`src/rtl/mem_ctrl_pkg.sv`:
```
// Shared widths, FSM state encoding and strobe decode for the memory access sequencer.
// Latency: n/a (declarations and a pure combinational helper only).
// Backpressure: n/a.
package mem_ctrl_pkg;

  localparam int WORD_W = 12;
  localparam int ADDR_W = 12;

  typedef enum logic [2:0] {
    ST_IDLE    = 3'd0,
    ST_SETUP   = 3'd1,
    ST_ACCESS  = 3'd2,
    ST_HOLD    = 3'd3,
    ST_RECOVER = 3'd4
  } state_e;

  // Request captured on acceptance; drives the memory buses for the whole cycle.
  typedef struct packed {
    logic              we;
    logic [ADDR_W-1:0] addr;
    logic [WORD_W-1:0] wdata;
  } req_t;

  // Memory strobes for a given state, returned as {csel_n, wr_en_n}.
  // Write enable is only asserted in ACCESS, so it falls with chip select
  // and releases one cycle before chip select (which is still low in HOLD).
  function automatic logic [1:0] strobes(input state_e st, input logic we);
    logic [1:0] s;
    s = 2'b11;
    case (st)
      ST_ACCESS: s = {1'b0, ~we};
      ST_HOLD:   s = 2'b01;
      default:   s = 2'b11;
    endcase
    return s;
  endfunction

endpackage

```
`src/rtl/mem_ctrl.sv`:
```
// Sequences one CPU read/write into a timed async-memory cycle: setup, CS low for ACC_CYCLES, hold, recover.
// Latency: request accepted on edge 0, oACK and read data in cycle ACC_CYCLES+2, idle again at ACC_CYCLES+4.
// Backpressure: none queued; iREQ is only sampled while oBUSY=0, requests seen while busy are dropped.
//
// Ports:
//   iCLK, iRSTn                : clock, asynchronous active-low reset
//   iREQ, iWE, iADDR, iWDATA   : single-cycle request, sampled in IDLE only
//   oBUSY, oACK, oRDATA        : busy flag, one-cycle completion pulse, registered read data
//   oM_ADDR, oM_DATA           : memory address / data-in buses (held for the whole transaction)
//   oM_CSELn, oM_WR_ENn        : registered active-low chip select / write enable
//   iM_DATA                    : memory data-out bus
module mem_ctrl
  import mem_ctrl_pkg::*;
#(
  parameter int ACC_CYCLES = 4
) (
  input  logic              iCLK,
  input  logic              iRSTn,
  input  logic              iREQ,
  input  logic              iWE,
  input  logic [ADDR_W-1:0] iADDR,
  input  logic [WORD_W-1:0] iWDATA,
  output logic              oBUSY,
  output logic              oACK,
  output logic [WORD_W-1:0] oRDATA,
  output logic [ADDR_W-1:0] oM_ADDR,
  output logic [WORD_W-1:0] oM_DATA,
  output logic              oM_CSELn,
  output logic              oM_WR_ENn,
  input  logic [WORD_W-1:0] iM_DATA
);

  localparam int              CNT_W    = $clog2(ACC_CYCLES + 1);
  localparam logic [CNT_W-1:0] CNT_LAST = CNT_W'(ACC_CYCLES - 1);
  localparam logic [CNT_W-1:0] CNT_MAX  = CNT_W'(ACC_CYCLES);

  state_e            state_q, state_d;
  logic [CNT_W-1:0]  cnt_q, cnt_d;
  req_t              req_q, req_d;
  logic [WORD_W-1:0] rdata_q, rdata_d;
  logic              csel_n_q, csel_n_d;
  logic              wr_en_n_q, wr_en_n_d;
  logic              ack_q, ack_d;
  logic              busy_q, busy_d;

  always_comb begin
    state_d = state_q;
    cnt_d   = cnt_q;
    req_d   = req_q;
    rdata_d = rdata_q;

    case (state_q)
      ST_IDLE: begin
        if (iREQ) begin
          state_d = ST_SETUP;
          req_d   = '{we: iWE, addr: iADDR, wdata: iWDATA};
        end
      end
      ST_SETUP: begin
        cnt_d   = '0;
        state_d = ST_ACCESS;
      end
      ST_ACCESS: begin
        // Saturating increment: the counter tops out at ACC_CYCLES and never wraps.
        if (cnt_q != CNT_MAX) begin
          cnt_d = cnt_q + CNT_W'(1);
        end
        if (cnt_q == CNT_LAST) begin
          state_d = ST_HOLD;
          // Memory access time has elapsed by the end of the last ACCESS cycle.
          if (!req_q.we) begin
            rdata_d = iM_DATA;
          end
        end
      end
      ST_HOLD:    state_d = ST_RECOVER;
      ST_RECOVER: state_d = ST_IDLE;
      default:    state_d = ST_IDLE;
    endcase

    // Outputs are decoded from the next state so every output is a flop
    // that is valid in the same cycle as the state it belongs to.
    {csel_n_d, wr_en_n_d} = strobes(state_d, req_d.we);
    ack_d                 = (state_d == ST_HOLD);
    busy_d                = (state_d != ST_IDLE);
  end

  always_ff @(posedge iCLK or negedge iRSTn) begin
    if (!iRSTn) begin
      state_q   <= ST_IDLE;
      cnt_q     <= '0;
      req_q     <= '0;
      rdata_q   <= '0;
      csel_n_q  <= 1'b1;
      wr_en_n_q <= 1'b1;
      ack_q     <= 1'b0;
      busy_q    <= 1'b0;
    end else begin
      state_q   <= state_d;
      cnt_q     <= cnt_d;
      req_q     <= req_d;
      rdata_q   <= rdata_d;
      csel_n_q  <= csel_n_d;
      wr_en_n_q <= wr_en_n_d;
      ack_q     <= ack_d;
      busy_q    <= busy_d;
    end
  end

  assign oBUSY     = busy_q;
  assign oACK      = ack_q;
  assign oRDATA    = rdata_q;
  assign oM_ADDR   = req_q.addr;
  assign oM_DATA   = req_q.wdata;
  assign oM_CSELn  = csel_n_q;
  assign oM_WR_ENn = wr_en_n_q;

endmodule

```
`config.mk`:
```
export PLATFORM = sky130hd
export DESIGN_NAME = mem_ctrl
export DESIGN_NICKNAME = d
export VERILOG_FILES = /design/src/rtl/mem_ctrl_pkg.sv /design/src/rtl/mem_ctrl.sv
export SDC_FILE = /design/constraint.sdc
export NUM_CORES = 1
export LEC_CHECK = 0
export ABC_AREA = 1
export CORE_MARGIN = 10
export CORE_UTILIZATION = 49
export CTS_BUF_LIST = sky130_fd_sc_hd__clkbuf_2
export DETAILED_ROUTE_END_ITERATION = 10
export PLACE_DENSITY = 0.88
export SLEW_MARGIN = 0
export SYNTH_ARGS = -nofsm -noshare
export SYNTH_HDL_FRONTEND = slang
export SYNTH_SLANG_ARGS = --single-unit
```
`constraint.sdc`:
```
create_clock -name iCLK -period 3.3 [get_ports iCLK]
set_clock_uncertainty 0.2 [all_clocks]
set_input_delay 0.66 -clock iCLK [delete_from_list [all_inputs] [get_ports iCLK]]
set_output_delay 0.66 -clock iCLK [all_outputs]
set_load 0.02 [all_outputs]
```
== Yosys cells after proc, flatten, opt, wreduce, memory -nomap -nowiden ==
Index checks and enable logic that the tools add are counted.

* Flip-flop bits (word level): 47
* Input port bits: 40
* Output and inout port bits: 40

* Add/subtract/negate cells: 1
* Eq/ne operators: 8
* Multiplexer cells: 8
* Bitwise gates (word level): 2
* Reductions and logical operators: 6

{| class="wikitable"
|+ Operators by type and width
! kind !! count
|-
| two-way mux 25 bit || 2
|-
| == test 3 x 2 -> 1 bit (second input constant) || 5
|-
| one-hot mux 3 bit (4 select lines) || 1
|-
| two-way mux 3 bit || 3
|-
| one-hot mux 3 bit (2 select lines) || 1
|-
| one-hot mux 2 bit (2 select lines) || 1
|-
| AND reduction 2 bit || 2
|-
| adder 3 x 1 -> 3 bit (second input constant) || 1
|-
| == test 3 x 1 -> 1 bit (second input constant) || 1
|-
| zero test 3 bit || 1
|-
| != test 3 bit (second input constant) || 1
|-
| AND reduction 3 bit || 1
|-
| nonzero test 3 bit || 1
|-
| != test 2 bit (second input constant) || 1
|-
| NOT 1 bit || 2
|-
| nonzero test 2 bit || 1
|}

== Depth between registers and ports, before layout ==
* Depth in word-level cells: 5
* Depth in mapped cells: 7
* Depth with buffers taken out: 7

== Least setup slack after synthesis ==
No wires, ideal clock.

* Path kind: input-to-reg
* From: input port iREQ
* To: register req_q, in the netlist oM_ADDR[0]
* Library setup time: 0.116 ns
* Arrival time: 1.224 ns
* Required time: 2.984 ns
* Setup slack: 1.760 ns
* Cell stages on the path: 6
* Buffers on the path: 1
* Cells stage by stage: inv_1 > nor2_8 > nand2_2 > buf_2 > nand2_1 > nand2_1

* Word-level cells in the longest chain between the ends: 1

{| class="wikitable"
|+ RTL lines
! what !! RTL line !! RTL
|-
| start, declared || mem_ctrl.sv:19 || <nowiki>input logic iREQ,</nowiki>
|-
| AND reduction 2 bit (no line) || - ||
|-
| end signal, assigned || mem_ctrl.sv:101 || <nowiki>req_q <= req_d;</nowiki>
|-
| end, declared || mem_ctrl.sv:39 || <nowiki>req_t req_q, req_d;</nowiki>
|}

Every way passes these cells.
A chain may end at the register's enable or synchronous reset.

== Worst setup path in the final report ==
* From: register wr_en_n_q, in the netlist oM_WR_ENn
* To: output port oM_WR_ENn

{| class="wikitable"
|+ RTL lines
! what !! RTL line !! RTL
|-
| start, declared || mem_ctrl.sv:42 || <nowiki>logic wr_en_n_q, wr_en_n_d;</nowiki>
|-
| start signal, assigned || mem_ctrl.sv:104 || <nowiki>wr_en_n_q <= wr_en_n_d;</nowiki>
|-
| end, declared || mem_ctrl.sv:29 || <nowiki>output logic oM_WR_ENn,</nowiki>
|}

No word-level cell between the ends.

==> impl_metrics.ini <==
[outcome]
outcome = completed

[sta]
drv_slew = 0
max_freq_ghz = 0.405
setup_viol = 0
timing.final.crit_share_pct = 74.9
rsz0062_at_grt = false
maxSlewHeadroom_pct = 31.0
setup_tns_ns = 0
timing.final.hold_violations = 0
fin_crit_ns = 2.47
worst_pin_slew_ns = 1.03

[die]
row_count = 23
die_y_um = 85.5
die_x_um = 85.5
coreArea_um2 = 4090
io_pins = 80
start_util_pct = 51.4
dieArea_um2 = 7310

[synthesis]
netlist_area_um2 = 2100
synth.distinct_cells = 19
ys_ff_latch = 47
yosysTopAreaCell = dfrtp_1
ys_warn_count = 0
synth_seq_area_share_pct = 56.1
synth_top_area_share_pct = 53.6
yosys-top-cells-area = dfrtp_1 54%, nand2_1 15%, buf_4 10%, nand3_1 9.8%, dfstp_2 2.5%
synth_cells = 230
avgSynthCellArea_um2 = 9.14
synth.net_count = 273

[critical_path]
end_kind = output pin
endpoint = oM_WR_ENn
cp_slowest_cell = clkdlybuf4s50_1
cp-start-kind = register
ff2ff_setup_slack_ns = 1.46
cp.arrival_ns = 1.61
crit_fanout = 1
path_cells = clkdlybuf4s50_1
worstReg2RegEnd = oRDATA[6]
setup.worst_path.class = reg2out
cp.depth = 1
critPathBufInv = 1
rr_worst_depth = 4
crit_path_start = oM_WR_ENn
max_stage_delay_ns = 0.61
r2r_start = state_q[2]
worstPathRequired_ns = 2.44
critPathTopFamily = buffers and inverters

[routing]
wl_mm = 5.06
vias_per_cell = 5.00
vias = 1666
wl_per_cell_um = 15.2
drc = 0
drtPass1Iterations = 6
initialDrtViolationCount = 86
ant_nets = 0

[pwr]
power.density_nw_per_um2 = 957
p_leak_nw = 1.36
vdd_drop_max_v = 0.000449

[place]
port_buffers = 79
postPlaceCellArea_um2 = 2710
hpwl_mm = 3.75
gp_congestion = 0.734

[global_route]
grt_max_degree = 48
antenna_found_initial = 0
grt_overflow = 0
grt_pass1_wl_mm = 8.36
first_global_vias = 1744
grt_usage_pct = 13.8

[worst_hold_path]
worstHoldPathType = in2async

[run]
cap_violations = 0

[layout]
layout.nets = 325
fill_cells = 348
drive_above_1_share_pct = 6.01
final_cell_area_um2 = 2780
syn2layout_area_growth_pct = 32.1
diodes = 0

[clocking]
htree_levels = 2
cts_resized = 0
clkTransAtPathRegs_ns = 0.22
numCtsBuffers = 5
post-cts-setup-buffer-count = 0
clock_latency_ns = 0.41
cts_root_buf = clkbuf_2
clock_path_buffers = 2
cts_tree = built
holdBufCountCts = 0
clkSinkCount = 47
==> metal layers <==
layer / GRT usage, % / share of wire, % / wire length [um]
met5: 0 / 0 / 0
met1: 15.4 / 39 / 1980
met3: 6.24 / 10 / 506
met2: 23.2 / 50 / 2530
met4: 4.04 / 0.71 / 36
==> stage by stage <==
step                      utilization, %  hold slack (ns)  power, mW  worst slack, ns  std cells
after global placement              66.4            0.254       2.33            0.872        325
after CTS                           67.9            0.208       2.69            0.818        333
final                               67.9            0.192       2.66            0.828        333
after floorplan                        -            0.164       1.94             1.76        230
after global routing                67.9            0.239       2.86            0.776        333
after detailed placement            66.4            0.258       2.37            0.829        325
==> state kept, by name, summed over array words and instances, names as in the netlist <==
signal     count
oRDATA        12
oBUSY          1
oACK           1
cnt_q          3
oM_ADDR       12
req_q          1
state_q        3
oM_WR_ENn      1
oM_CSELn       1
oM_DATA       12
==> Yosys cell counts <==
cell and instances:
a31oi_1 1, buf_2 5, buf_4 29, clkbuf_1 1, dfrtp_1 45, dfstp_2 2, ha_1 3, inv_1 9
inv_2 1, nand2_1 82, nand2_2 1, nand3_1 41, nand3_2 1, nand4_1 2, nor2_1 2, nor2_4 1
nor2_8 1, nor3_1 1, o21ai_0 2
==> area by class of cell <==
class / instances / area, um^2 / area share (%)
clock buffer: 7 / 35.0 / 1.26
timing repair buffer: 80 / 793 / 28.6
multi-input combinational: 138 / 639 / 23.0
inverter: 10 / 37.5 / 1.35
tap: 50 / 62.6 / 2.25
clock inverter: 1 / 30.0 / 1.08
sequential: 47 / 1180 / 42.5
==> power by group <==
part | internal, mW | leakage (nW) | switching [mW]
clock network | 0.135 | 0.0432 | 0.179
logic | 0.588 | 0.743 | 0.748
registers | 0.842 | 0.576 | 0.164
total | 1.57 | 1.36 | 1.09
==> how the worst min path moves through the flow <==
stage	startpoint	endpoint	cells past startpoint
floorplan	iRSTn	cnt_q[0]	0
detailed placement	oM_DATA[2]	oM_DATA[2]	2
global route	iRSTn	oM_ADDR[8]	1
global placement	oM_DATA[6]	oM_DATA[6]	2
CTS	iRSTn	oM_DATA[2]	1
finish	iRSTn	oM_DATA[7]	1
==> cell families (layout without fill, tap and decap cells) <==
group | count (synthesis) | count (layout) | synth area share (%)
AOI/OAI and AO/OA | 3 | 3 | 0.774
adders and majority gates | 3 | 3 | 1.79
buffers and inverters | 45 | 98 | 13.5
DFF | 47 | 47 | 56.1
and+or+nand+nor | 132 | 132 | 27.9
==> layout by cell type (no fill, tap or decap), drive strengths merged <==
cell type and n:
nand2 83, dfrtp 45, dfstp 2, o21ai 2, bufinv 1, buf 2
clkbuf 7, inv 10, ha 3, clkdlybuf4s50 78, a31oi 1, nor3 1
nor2 4, nand3 42, nand4 2
No activity file was read; power rests on OpenSTA's default activity.
